$ cat src/rtl/ps2_keyboard_rx.sv
// PS/2 device-to-host receiver: pad synchronizers, clock deglitch filter,
// 11-bit frame deframer with timeout, and scan-code set 2 make/break/E0 layer.
`timescale 1ns/1ps

module ps2_keyboard_rx #(
  parameter int unsigned FILTER_LEN     = 8,
  parameter int unsigned TIMEOUT_CYCLES = 25200
) (
  input  logic       clk,
  input  logic       rst_n,
  input  logic       ps2_clk,
  input  logic       ps2_dat,
  output logic [7:0] byte_data,
  output logic       byte_valid,
  output logic       parity_err,
  output logic       frame_err,
  output logic       busy,
  output logic [7:0] key_code,
  output logic       key_ext,
  output logic       key_rel,
  output logic       key_valid
);

  localparam int unsigned FC_W = (FILTER_LEN > 1) ? $clog2(FILTER_LEN + 1) : 1;
  localparam int unsigned TO_W = $clog2(TIMEOUT_CYCLES + 1);

  typedef enum logic [1:0] {IDLE, DATA, PARITY, STOP} state_t;

  state_t          r_state;
  state_t          w_state_nxt;

  logic            r_clk_s1, r_clk_s2;
  logic            r_dat_s1, r_dat_s2;
  logic            r_clk_filt;
  logic [FC_W-1:0] r_filt_cnt;
  logic [TO_W-1:0] r_to_cnt;
  logic [2:0]      r_bit_cnt;
  logic [7:0]      r_shift;
  logic            r_par;

  logic [7:0]      r_byte_data;
  logic            r_byte_valid;
  logic            r_parity_err;
  logic            r_frame_err;
  logic            r_busy;
  logic [7:0]      r_key_code;
  logic            r_key_ext;
  logic            r_key_rel;
  logic            r_key_valid;
  logic            r_ext_flag;
  logic            r_rel_flag;

  logic            w_dat;
  logic            w_filt_done;
  logic            w_strobe;
  logic            w_timeout;
  logic            w_par_ok;
  logic            w_start;
  logic            w_shift;
  logic            w_par_ld;
  logic            w_stop;

  assign w_dat       = r_dat_s2;
  assign w_filt_done = (r_clk_s2 != r_clk_filt) && (r_filt_cnt == FC_W'(FILTER_LEN - 1));
  // Strobe coincides with the filtered clock committing to a falling level.
  assign w_strobe    = w_filt_done && !r_clk_s2;
  assign w_timeout   = (r_state != IDLE) && !w_strobe && (r_to_cnt == TO_W'(TIMEOUT_CYCLES));
  assign w_par_ok    = ^{r_shift, r_par};

  // Two-flop synchronizers on both pads, idling high.
  always_ff @(posedge clk or negedge rst_n) begin
    if (!rst_n) begin
      r_clk_s1 <= 1'b1;
      r_clk_s2 <= 1'b1;
      r_dat_s1 <= 1'b1;
      r_dat_s2 <= 1'b1;
    end else begin
      r_clk_s1 <= ps2_clk;
      r_clk_s2 <= r_clk_s1;
      r_dat_s1 <= ps2_dat;
      r_dat_s2 <= r_dat_s1;
    end
  end

  // Filtered clock follows the synchronized clock after FILTER_LEN equal samples.
  always_ff @(posedge clk or negedge rst_n) begin
    if (!rst_n) begin
      r_clk_filt <= 1'b1;
      r_filt_cnt <= '0;
    end else if (r_clk_s2 == r_clk_filt) begin
      r_filt_cnt <= '0;
    end else if (w_filt_done) begin
      r_clk_filt <= r_clk_s2;
      r_filt_cnt <= '0;
    end else begin
      r_filt_cnt <= r_filt_cnt + FC_W'(1);
    end
  end

  // Inter-strobe watchdog; only runs while a frame is open.
  always_ff @(posedge clk or negedge rst_n) begin
    if (!rst_n) begin
      r_to_cnt <= '0;
    end else if (w_strobe || (r_state == IDLE)) begin
      r_to_cnt <= '0;
    end else if (r_to_cnt != TO_W'(TIMEOUT_CYCLES)) begin
      r_to_cnt <= r_to_cnt + TO_W'(1);
    end
  end

  // Frame FSM state register.
  always_ff @(posedge clk or negedge rst_n) begin
    if (!rst_n) begin
      r_state <= IDLE;
    end else begin
      r_state <= w_state_nxt;
    end
  end

  // Frame FSM next state and datapath enables.
  always_comb begin
    w_state_nxt = r_state;
    w_start     = 1'b0;
    w_shift     = 1'b0;
    w_par_ld    = 1'b0;
    w_stop      = 1'b0;
    if (w_timeout) begin
      w_state_nxt = IDLE;
    end else if (w_strobe) begin
      case (r_state)
        IDLE: begin
          if (!w_dat) begin
            w_state_nxt = DATA;
            w_start     = 1'b1;
          end
        end
        DATA: begin
          w_shift = 1'b1;
          if (r_bit_cnt == 3'd7) begin
            w_state_nxt = PARITY;
          end
        end
        PARITY: begin
          w_par_ld    = 1'b1;
          w_state_nxt = STOP;
        end
        STOP: begin
          w_stop      = 1'b1;
          w_state_nxt = IDLE;
        end
        default: w_state_nxt = IDLE;
      endcase
    end
  end

  // Shift register, bit counter and frame-level result pulses.
  always_ff @(posedge clk or negedge rst_n) begin
    if (!rst_n) begin
      r_bit_cnt    <= '0;
      r_shift      <= '0;
      r_par        <= 1'b0;
      r_byte_data  <= '0;
      r_byte_valid <= 1'b0;
      r_parity_err <= 1'b0;
      r_frame_err  <= 1'b0;
      r_busy       <= 1'b0;
    end else begin
      r_byte_valid <= 1'b0;
      r_parity_err <= 1'b0;
      r_frame_err  <= 1'b0;
      r_busy       <= (w_state_nxt != IDLE);
      if (w_start) begin
        r_bit_cnt <= '0;
        r_shift   <= '0;
      end
      if (w_shift) begin
        r_shift   <= {w_dat, r_shift[7:1]};
        r_bit_cnt <= r_bit_cnt + 3'd1;
      end
      if (w_par_ld) begin
        r_par <= w_dat;
      end
      if (w_timeout) begin
        r_frame_err <= 1'b1;
      end else if (w_stop) begin
        if (!w_dat) begin
          r_frame_err <= 1'b1;
        end else if (!w_par_ok) begin
          r_parity_err <= 1'b1;
        end else begin
          r_byte_data  <= r_shift;
          r_byte_valid <= 1'b1;
        end
      end
    end
  end

  // Scan-code layer: collect E0/F0 prefixes, emit one event per final byte.
  always_ff @(posedge clk or negedge rst_n) begin
    if (!rst_n) begin
      r_key_code  <= '0;
      r_key_ext   <= 1'b0;
      r_key_rel   <= 1'b0;
      r_key_valid <= 1'b0;
      r_ext_flag  <= 1'b0;
      r_rel_flag  <= 1'b0;
    end else begin
      r_key_valid <= 1'b0;
      if (r_parity_err || r_frame_err) begin
        r_ext_flag <= 1'b0;
        r_rel_flag <= 1'b0;
      end else if (r_byte_valid) begin
        if (r_byte_data == 8'hE0) begin
          r_ext_flag <= 1'b1;
        end else if (r_byte_data == 8'hF0) begin
          r_rel_flag <= 1'b1;
        end else begin
          r_key_code  <= r_byte_data;
          r_key_ext   <= r_ext_flag;
          r_key_rel   <= r_rel_flag;
          r_key_valid <= 1'b1;
          r_ext_flag  <= 1'b0;
          r_rel_flag  <= 1'b0;
        end
      end
    end
  end

  assign byte_data  = r_byte_data;
  assign byte_valid = r_byte_valid;
  assign parity_err = r_parity_err;
  assign frame_err  = r_frame_err;
  assign busy       = r_busy;
  assign key_code   = r_key_code;
  assign key_ext    = r_key_ext;
  assign key_rel    = r_key_rel;
  assign key_valid  = r_key_valid;

endmodule

$ cat config.mk
export PLATFORM = sky130hd
export DESIGN_NAME = ps2_keyboard_rx
export DESIGN_NICKNAME = d
export VERILOG_FILES = /design/src/rtl/ps2_keyboard_rx.sv
export SDC_FILE = /design/constraint.sdc
export NUM_CORES = 1
export LEC_CHECK = 0
export ABC_AREA = 0
export BUFFER_PORTS_ARGS = -buffer_cell sky130_fd_sc_hd__clkbuf_2
export CORE_ASPECT_RATIO = 0.8
export CORE_UTILIZATION = 55
export DETAILED_ROUTE_END_ITERATION = 10
export PLACE_DENSITY_LB_ADDON = 0.12
export SLEW_MARGIN = 0
export SYNTH_ARGS = -nofsm -noshare
export SYNTH_HDL_FRONTEND = slang
export SYNTH_SLANG_ARGS = --single-unit
$ cat constraint.sdc
create_clock -name clk -period 2.3 [get_ports clk]
set_input_delay 0.23 -clock clk [delete_from_list [all_inputs] [get_ports clk]]
set_output_delay 0.23 -clock clk [all_outputs]
set_load 0.005 [all_outputs]
### After elaboration in Yosys (flattened, before gate mapping)

Cells that the tools add are included.

* output and inout bits: 23
* input port bits: 4
* register bits: 63

* multiplexer cells: 48
* bitwise logic cells: 5
* equal/unequal tests: 13
* add/subtract/negate cells: 3
* reduce and logical (&&, ||, !) cells: 20

Operators with widths (count)
* two-way mux 1 bit: 35
* two-way mux 15 bit: 2
* equality test 8 bit, second input constant: 2
* two-way mux 8 bit: 2
* adder 15 x 1 -> 15 bit, second input constant: 1
* equality test 15 bit, second input constant: 1
* inequality test 15 bit, second input constant: 1
* nonzero test 2 bit: 5
* XOR reduction 9 bit: 1
* two-way mux 2 bit: 4
* two-way mux 4 bit: 2
* one-hot mux 2 bit (4 select lines): 1
* AND reduction 4 bit: 2
* two-way mux 3 bit: 2
* AND reduction 2 bit: 3
* inverter 1 bit: 5
* adder 4 x 1 -> 4 bit, second input constant: 1
* equality test 2 bit, second input constant: 2
* equality test 4 x 3 -> 1 bit, second input constant: 1
* logical AND 1 bit: 4
* adder 3 x 1 -> 3 bit, second input constant: 1
* equality test 3 bit, second input constant: 1
* inequality test 3 bit, second input constant: 1
* equality test 2 x 1 -> 1 bit, second input constant: 1
* 6 further kinds: 8

### Longest topological paths before layout

Gate-level depths: netlist (run 1).

* depth after elaboration: 9
* depth in mapped cells: 7
* depth with buffers taken out: 6

### Worst setup path before layout (run 1)

Ideal clock, no wire load.

* path type: flip-flop to flip-flop
* start: register r_filt_cnt[0]
* end: register r_par
* buffers on the path: 1
* setup time: 0.125 ns
* arrival time: 1.795 ns
* stages on the path, launching flop included: 7
* setup slack: 0.381 ns
* clock period less this slack: 1.919 ns
* cell sequence: dfrtp_1 > ha_1 > nand3b_2 > or3b_1 > clkbuf_1 > nor3_1 > mux2_2

* cells in the longest elaborated chain, start to end: 7
* elaborated cells on any way between the ends: 8

Ends and longest elaborated chain
* start: declaration: RTL line 35 `logic [FC_W-1:0] r_filt_cnt;`
* start signal: assignment: RTL line 96 `r_filt_cnt <= r_filt_cnt + FC_W'(1);`
* equality test 4 x 3 -> 1 bit (*): RTL line 64 `assign w_filt_done = (r_clk_s2 != r_clk_filt) && (r_filt_cnt == FC_W'(FILTER_LEN - 1));`
* logical AND 1 bit (*): RTL line 64
* logical AND 1 bit (*): RTL line 66 `assign w_strobe = w_filt_done && !r_clk_s2;`
* zero test 1 bit: RTL line 67 `assign w_timeout = (r_state != IDLE) && !w_strobe && (r_to_cnt == TO_W'(TIMEOUT_CYCLES));`
* logical AND 1 bit (2 in a row): RTL line 67
* two-way mux 1 bit (*): RTL line 127 `if (w_timeout) begin`
* end signal: assignment: RTL line 181 `r_par <= w_dat;`
* end: declaration: RTL line 39 `logic r_par;`

Every way passes the cells marked *; elsewhere a longest branch is shown, timed or not.
A chain may end at the register's enable or synchronous reset.

### Worst setup path in the final report (run 1)

Same ends and word-level chain as after synthesis.

==> qor.txt, run 1 <==
Worst Max-Slew Pin Slew: 751 ps
min-delay worst type: reg2reg
post-synth top area cell: dfrtp_1
Die Ht: 65.5 um
Core Box Area: 4710 um2
simple-gate share of the synthesized area: 0.151
Reg-to-Reg End: r_par
Slew HR: 0.497
fmax: 484 MHz
Post-Syn Area: 2770 um2
Hold Fails Final Rpt: 0
CTS H-Tree Depth: 3
GP Congestion: 0.747
WP data arrival: 2290 ps
Area contributors post-synth: dfrtp_1, mux2_2, dfstp_2
Worst Reg-to-Reg Cells: 5
Final setup viols: 0
period utilisation layout: 0.898
DR vias/cell: 5.43
First-pass DRT Iterations: 4
Final #Nets: 264
VDD IR max: 0.493 mV
WHS: 353 ps
die area: 5330 um2
CP Launch Point: r_filt_cnt[0]
vias in the first global route: 1,753
skew final: 4.00 ps
worst reg2reg setup slack: 230 ps
clk root buf: clkbuf_8
DPL Wire Length: 3150 um
Cell Rows: 22
RSZ-0062 raised after global routing: no
first-pass GRT wire length: 8160 um
CP Capture Point: r_par
adder-cell area share of the yosys netlist: 0.0226
total power: 2400 uW
largest net degree at the start of global routing: 36
initial DRC count: 77
DR WL met3: 142 um
Global Route Usage Sum: 0.213
main combinational cell family by area after synthesis: simple AND/OR/NAND/NOR gates
DRC errors left: 0
register area: 1580 um2
layout cells sized above 1: 0.300
min Tclk post-route: 2070 ps
CTS tree: done
grt ovf: 0
clk sink count: 63
max-cap violations: 0
Async SR Flop Fraction: 1.00
Leak: 0.00156 uW
syn nets: 228
drt wl/cell: 14.7 um
post-synth top area share: 0.524
FF+latch count, synth: 63
PD cells: 738 nW/um2
compound-gate portion of the synthesized area: 0.0614
Top Metal Used: met4
top_reg_cell synth: dfrtp_1
Antenna diodes: 0
Data required, critical path: 2520 ps
metal2 WL: 2180 um
Setup CP Type: reg2reg
Warnings, synthesis: 0
area growth from synthesis to layout: 17.7%
sequential share of the synthesized area: 0.571
clock transition at the registers of the reported paths: 60 ps
placed cell count: 301
Port Buf Inserts: 26
total CTS buffers: 9
initial antenna violation count: 0
setup TNS: 0 ps
DR vias: 1,739
num ports: 27
footprint of the multi-input gates: 1140 um2
final std cells w/o fill: 320
post-synthesis mux area share: 0.0971
Post-DRT Antenna Nets: 0
Post-CTS Setup Bufs: 0
Synth Area in XOR/XNOR: 0.0767
die width: 81.4 um
Worst Setup End Kind: register
Netlist cell types: 41
Clk Latency, worst-skew pair: 330 ps
EDFF count, synth: 0
Starting Density: 0.589
Slew Viols, Final: 0
startpoint types: register
Crit Path Max Fanout: 8
WL met1: 2320 um
worst r2r src: r_filt_cnt[0]
syn_area_per_cell: 12.7 um2
status: complete, no violations
largest buffer count on any clock path: 2
Synth Instances: 219
Total Wirelength: 4710 um
fill count: 345
hold depth: 0
## layer usage
layer,GRT usage,vias to the layer above
li1,-,848
met1,0.275,866
met2,0.318,20
met3,0.0931,5
met4,0.0781,0
met5,0,-
## layout make-up
class	instances	area share
multi-input cells	142	0.349
flip-flops and latches	63	0.485
repair buffers	32	0.0599
clock buffers	14	0.0560
clock inverters	2	0.0184
inverters	7	0.00806
well taps	60	0.0230
## worst min path at each step
stage	start	end	slack [ps]
3_5_place_dp	ps2_dat	r_dat_s1	320
4_1_cts	r_dat_s1	r_dat_s2	360
2_1_floorplan	rst_n	busy	-70
6_report	r_dat_s1	r_dat_s2	350
5_1_grt	r_dat_s1	r_dat_s2	360
3_3_place_gp	rst_n	byte_valid	320
## worst max-delay path, stage by stage (launching register included)
cell and delay [ps]:
dfrtp_1 370, ha_1 230, nand3b_2 190, or3b_1 520, nor3_1 280, mux2_2 370
## flip-flops by register name, summed over array words and instances (netlist names), 2 cells and up
register    flops
r_shift         8
r_filt_cnt      4
key_code        8
r_state         2
r_to_cnt       15
r_bit_cnt       3
byte_data       8
## per-stage QoR
step / worst slack (ps) / util / cell area [um2]
after floorplan: 381 / - / 2770
after global placement: 184 / 0.634 / 2980
after global routing: 91.7 / 0.693 / 3260
final: 235 / 0.693 / 3260
after CTS: 89.3 / 0.692 / 3260
after detailed placement: 135 / 0.634 / 2980
## Yosys cell counts (4+ instances only)
master / number
and4_1: 4
mux2_2: 21
nand2_1: 5
nand3_1: 9
a22o_1: 10
ha_1: 5
inv_1: 7
xnor2_1: 7
o21ai_0: 4
dfrtp_1: 58
dfstp_2: 5
nor3_1: 5
nand4_1: 4
a21oi_1: 6
nor3b_1: 4
nor2_1: 20
xor2_1: 12
clkbuf_1: 5
## cells by family (layout without fill, tap and decap cells)
group                      count (synthesis)  after routing
and+or+nand+nor                           69             69
buffers and inverters                     14             55
xor gates and xnor gates                  21             21
DFF                                       63             63
adders and majority gates                  5              5
muxes                                     23             23
AOI/OAI and AO/OA                         24             24
## layout by cell type (no fill, tap or decap), types with 7 or more instances in the layout
master	Yosys	final
inv_1	7	7
nand3_1	9	9
a22o_1	10	10
xnor2_1	7	7
nor2_1	20	20
mux2_2	21	21
xor2_1	12	12
clkbuf_2	0	26
dfrtp_1	58	58
clkbuf_8	0	13
## what timing repair did
item,CTS,global route
endpoints found under the hold margin,25,0
resized for setup,0,1
hold buffers,3,0
endpoints found under the setup margin,0,12
## power by group
group / switching [uW] / total, uW / internal (uW) / leakage, uW
clock network: 395 / 1120 / 729 / 0.000123
logic: 53.2 / 101 / 47.7 / 0.000580
registers: 29.9 / 1180 / 1150 / 0.000861
Power figures use the tool's default switching activity.
==> run 2: changes to the inputs <==
--- a/config.mk
+++ b/config.mk
@@ -10,7 +10,7 @@
 export CORE_ASPECT_RATIO = 0.8
 export CORE_UTILIZATION = 55
 export DETAILED_ROUTE_END_ITERATION = 10
-export PLACE_DENSITY_LB_ADDON = 0.12
+export PLACE_DENSITY = 0.86
 export SLEW_MARGIN = 0
 export SYNTH_ARGS = -nofsm -noshare
 export SYNTH_HDL_FRONTEND = slang
==> run 2 against run 1 <==
  * Non-clock buffer count is the same
  * Register-to-register slack lost 60 ps
  * Sequential cell count did not move
  * Sequential power barely moved
  * Clock-buffer cell count decreased by 1
  * Die area stayed put
  * Total power down 13%
  * First-iteration DRC count rose by 57%
  * Critical path type unchanged
  * Largest cell class unchanged
==> qor.txt, run 2 (same netlist as run 1, synthesis figures left out) <==
status: complete, no violations
Leak: 0.00153 uW (-2.4%)
number of flip-flops in the largest register: 15 (unchanged)
Data required, critical path: 2530 ps (about the same)
clk root buf: clkbuf_8
initial DRC count: 121 (+57%)
drt wl/cell: 15.0 um (+2.1%)
grt ovf: 0 (unchanged)
WHS: 355 ps (+2.64 ps)
first-pass GRT wire length: 8120 um (-0.42%)
min Tclk post-route: 2130 ps (+62.1 ps)
DR vias: 1,779 (+2.3%)
Total Wirelength: 4770 um (+1.4%)
layout cells sized above 1: 0.291 (-0.00930)
Hold Fails Final Rpt: 0 (unchanged)
RSZ-0062 raised after global routing: no
Bufs and invs on worst path: 0 (unchanged)
most frequent cells in the layout: dfrtp_1, clkbuf_2, mux2_2, nor2_1, xor2_1
Die Ht: 65.5 um (unchanged)
clk sink count: 63 (unchanged)
delay-heaviest family, CP: simple AND/OR/NAND/NOR gates
CTS tree: done
Setup CP Type: reg2reg
CP max stage cell: or3b_1
final worst slack: 173 ps (-62.1 ps)
Biggest register: r_to_cnt
footprint of the multi-input gates: 1140 um2 (unchanged)
clock transition at the registers of the reported paths: 60 ps (about the same)
period utilisation layout: 0.925 (+0.0270)
delay of the slowest critical-path stage: 530 ps (about the same)
num ports: 27 (unchanged)
largest buffer count on any clock path: 2 (unchanged)
startpoint types: register
Final setup viols: 0 (unchanged)
Global Route Usage Sum: 0.217 (+0.00347)
largest net degree at the start of global routing: 45 (+25%)
register area: 1580 um2 (unchanged)
DPL Wire Length: 3110 um (-1.4%)
Antenna diodes: 0 (unchanged)
Slew HR: 0.622 (+0.125)
GP Congestion: 0.864 (+16%)
Worst Max-Slew Pin Slew: 563 ps (-188 ps)
WP data arrival: 2360 ps (+70 ps)
cell-by-cell trace of the critical path: ha_1, nand3b_2, or3b_1, nor3_1, mux2_2
Slew Viols, Final: 0 (unchanged)
initial antenna violation count: 0 (unchanged)
Cell Rows: 22 (unchanged)
Starting Density: 0.589 (unchanged)
max-cap violations: 0 (unchanged)
CTS H-Tree Depth: 3 (unchanged)
Clk Latency, worst-skew pair: 340 ps (about the same)
setup slack at placement: 205 ps (+70.2 ps)
die width: 81.4 um (unchanged)
Crit Path Max Fanout: 8 (unchanged)
Worst Setup End Kind: register
Post-DRT Antenna Nets: 0 (unchanged)
First-pass DRT Iterations: 4 (unchanged)
area growth from synthesis to layout: 14.8%
die area: 5330 um2 (unchanged)
Core Box Area: 4710 um2 (unchanged)
total CTS buffers: 9 (unchanged)
skew final: 6.76 ps (+2.77 ps)
fill count: 331 (-4.1%)
DP Area: 2980 um2 (unchanged)
final instance area: 3180 um2 (-2.4%)
Final #Nets: 264 (unchanged)
Port Buf Inserts: 26 (unchanged)
VDD IR max: 0.400 mV (-19%)
DRC errors left: 0 (unchanged)
DR vias/cell: 5.59 (+2.9%)
vias in the first global route: 1,727 (-1.5%)
fmax: 470 MHz (-2.9%)
min-delay worst type: reg2reg
commonest non-fill, non-tap cell in the layout: dfrtp_1
setup TNS: 0 ps (unchanged)
PD cells: 659 nW/um2 (-11%)
==> run 2: layer usage <==
| metal | up-vias | track usage | routed length (um) | part of all wire |
|---|---|---|---|---|
| met5 | - | 0 | 0 | 0 |
| met4 | 0 | 0.0938 | 74 | 0.016 |
| met3 | 9 | 0.108 | 268 | 0.056 |
| met2 | 41 | 0.315 | 2160 | 0.45 |
| met1 | 881 | 0.272 | 2270 | 0.47 |
| li1 | 848 | - | - | - |
==> run 2: metrics by stage <==
| step | total power, uW | util | cells |
|---|---|---|---|
| 2_1_floorplan | 1250 | - | 219 |
| 3_3_place_gp | 1300 | 0.634 | 301 |
| 3_5_place_dp | 1300 | 0.634 | 301 |
| 4_1_cts | 2120 | 0.675 | 318 |
| 5_1_grt | 2190 | 0.676 | 318 |
| 6_report | 2100 | 0.676 | 318 |
==> run 2: power by group <==
part	internal (uW)	leakage, uW	switching (uW)
registers	1150	0.000861	29.7
clock network	437	0.0000854	382
logic	47.5	0.000580	51.4
==> run 2: path summary, 6_finish.rpt <==
check	start	to	slack, ps	cells past startpoint
max	r_filt_cnt[0]	r_par	170	5
min	r_clk_s1	r_clk_s2	360	0
max reg2reg	r_filt_cnt[0]	r_par	170	5
max in group asynchronous	rst_n	r_clk_s2	1250	3
min reg2reg	r_clk_s1	r_clk_s2	360	0
min in group asynchronous	rst_n	key_code[1]	390	2
==> run 2: layout make-up <==
type	instances	area share
Sequential cell	63	0.497
Multi-Input combinational cell	142	0.358
Timing Repair Buffer	32	0.0613
Clock buffer	13	0.0499
Tap cell	60	0.0236
Inverter	7	0.00826
Clock inverter	1	0.00157
==> run 2: repair_timing <==
item	4_1_cts	5_1_grt
setup endpoints to repair	0	3
gates resized for setup	0	1
hold buffers	3	0
endpoints found under the hold margin	21	0
buffers inserted	0	0
==> run 3: changes to the inputs <==
--- a/config.mk
+++ b/config.mk
@@ -10,7 +10,7 @@
 export CORE_ASPECT_RATIO = 0.8
 export CORE_UTILIZATION = 55
 export DETAILED_ROUTE_END_ITERATION = 10
-export PLACE_DENSITY = 0.86
+export PLACE_DENSITY = 0.71
 export SLEW_MARGIN = 0
 export SYNTH_ARGS = -nofsm -noshare
 export SYNTH_HDL_FRONTEND = slang
==> run 3 against run 2 <==
  * Register-to-register slack better by 60 ps
  * Cell count up 0.63%
  * Total power up 1.7%
  * Critical path depth unchanged
  * Via count down 2.8%
  * Non-clock buffer count up 1
  * Critical path type unchanged
==> qor.txt, run 3 (same netlist as run 1, synthesis figures left out) <==
CTS tree: done
Worst Max-Slew Pin Slew: 648 ps (+85.1 ps)
status: complete, no violations
first-pass GRT wire length: 8390 um (+3.3%)
Antenna diodes: 0 (unchanged)
drt wl/cell: 15.1 um (+0.62%)
DR vias/cell: 5.41 (-3.4%)
total CTS buffers: 9 (unchanged)
initial DRC count: 57 (-53%)
critical path depth: 5 (unchanged)
number of flip-flops in the largest register: 15 (unchanged)
vias in the first global route: 1,753 (+1.5%)
CP Launch Point: r_filt_cnt[0]
Leak: 0.00153 uW (+0.56%)
grt ovf: 0 (unchanged)
First-pass DRT Iterations: 4 (unchanged)
die width: 81.4 um (unchanged)
GP Congestion: 0.773 (-10%)
Global Route Usage Sum: 0.217 (+0.000410)
CP Capture Point: r_par
Worst Setup End Kind: register
RSZ-0062 raised after global routing: no
Core Box Area: 4710 um2 (unchanged)
PD cells: 666 nW/um2 (+1.1%)
DRC errors left: 0 (unchanged)
WP data arrival: 2270 ps (-90 ps)
clk root buf: clkbuf_8
num ports: 27 (unchanged)
Setup CP Type: reg2reg
Slew HR: 0.568 (-0.0539)
Biggest register: r_to_cnt
worst r2r src: r_filt_cnt[0]
Total Wirelength: 4830 um (+1.3%)
fmax: 485 MHz (+3.1%)
area growth from synthesis to layout: 15.5%
Port Buf Inserts: 26 (unchanged)
layout cells sized above 1: 0.292 (+0.00161)
placed cell count: 302 (+0.33%)
Worst Reg-to-Reg Cells: 5 (unchanged)
initial antenna violation count: 0 (unchanged)
Final setup viols: 0 (unchanged)
cell-by-cell trace of the critical path: ha_1, nand3b_2, or3b_1, nor3_1, mux2_2
largest net degree at the start of global routing: 40 (-11%)
DPL Wire Length: 3330 um (+6.9%)
clk sink count: 63 (unchanged)
Hold Fails Final Rpt: 0 (unchanged)
Data required, critical path: 2510 ps (-20 ps)
DP Area: 2990 um2 (+0.25%)
period utilisation layout: 0.897 (-0.0281)
Final #Nets: 265 (+0.38%)
WHS: 349 ps (-5.96 ps)
Post-DRT Antenna Nets: 0 (unchanged)
delay-heaviest family, CP: simple AND/OR/NAND/NOR gates
Starting Density: 0.589 (unchanged)
skew final: 5.56 ps (-1.21 ps)
delay of the slowest critical-path stage: 520 ps (about the same)
startpoint types: register
die area: 5330 um2 (unchanged)
Slew Viols, Final: 0 (unchanged)
worst reg2reg setup slack: 240 ps (+60 ps)
CP max stage cell: or3b_1
total power: 2130 uW (+1.7%)
VDD IR max: 0.438 mV (+9.6%)
hold depth: 0 (unchanged)
min Tclk post-route: 2060 ps (-64.6 ps)
CTS H-Tree Depth: 3 (unchanged)
min-delay worst type: reg2reg
DR vias: 1,730 (-2.8%)
max-cap violations: 0 (unchanged)
most frequent cells in the layout: dfrtp_1, clkbuf_2, mux2_2, nor2_1
Cell Rows: 22 (unchanged)
final std cells w/o fill: 320 (+0.63%)
largest buffer count on any clock path: 2 (unchanged)
Bufs and invs on worst path: 0 (unchanged)
Crit Path Max Fanout: 8 (unchanged)
Reg-to-Reg End: r_par
commonest non-fill, non-tap cell in the layout: dfrtp_1
Clk Latency, worst-skew pair: 330 ps (about the same)
clock transition at the registers of the reported paths: 60 ps (about the same)
setup TNS: 0 ps (unchanged)
Die Ht: 65.5 um (unchanged)
final instance area: 3200 um2 (+0.63%)
[run 3: cell count changes in the layout (fill, tap and decap cells not counted)]
cell | previous run | this run
clkbuf_8 | 11 | 12
clkbuf_1 | 2 | 3
clkinv_2 | 1 | 0
buf_4 | 2 | 3
[run 3: how the worst min path moves through the flow]
stage | start | end | slack [ps]
after detailed placement | rst_n | key_code[4] | 280
after global placement | rst_n | key_code[4] | 280
after global routing | r_clk_s1 | r_clk_s2 | 350
after floorplan | rst_n | busy | -70
after CTS | r_clk_s1 | r_clk_s2 | 350
final | r_clk_s1 | r_clk_s2 | 350
[run 3: report_power, final]
group	internal (uW)	switching, uW	total (uW)	leakage (uW)
registers	1150	30.4	1180	0.000861
logic	48.1	53.7	102	0.000585
clock network	475	376	851	0.0000898
[run 3: stage by stage]
stage / utilization / setup WS (ps)
2_1_floorplan: - / 381
3_3_place_gp: 0.635 / 289
3_5_place_dp: 0.635 / 155
4_1_cts: 0.679 / 145
5_1_grt: 0.680 / 80.7
6_report: 0.680 / 237
[run 3: what timing repair did]
action / in CTS / in global routing
hold endpoints to repair: 26 / 0
setup endpoints to repair: 0 / 1
setup buffers: 0 / 0
hold buffers: 3 / 0
resized for setup: 0 / 1
[run 3: layout make-up]
| cell class | count | area (um2) |
|---|---|---|
| clock buffers | 15 | 176 |
| flip-flops and latches | 63 | 1580 |
| inverters | 7 | 26.3 |
| fillers | 359 | 1510 |
| repair buffers | 33 | 203 |
| multi-input cells | 142 | 1140 |
| well taps | 60 | 75.1 |
[run 3: metal layers]
metal  up-vias  track usage  share of wire
li1        854            -              -
met1       836        0.309           0.51
met2        31        0.301           0.44
met3         9       0.0694          0.036
met4         0       0.0982          0.015
met5         -            0              0
[run 3: worst register-to-register path: stages (launching register included)]
cell	delay, ps
dfrtp_1	370
ha_1	230
nand3b_2	180
or3b_1	520
nor3_1	270
mux2_2	370
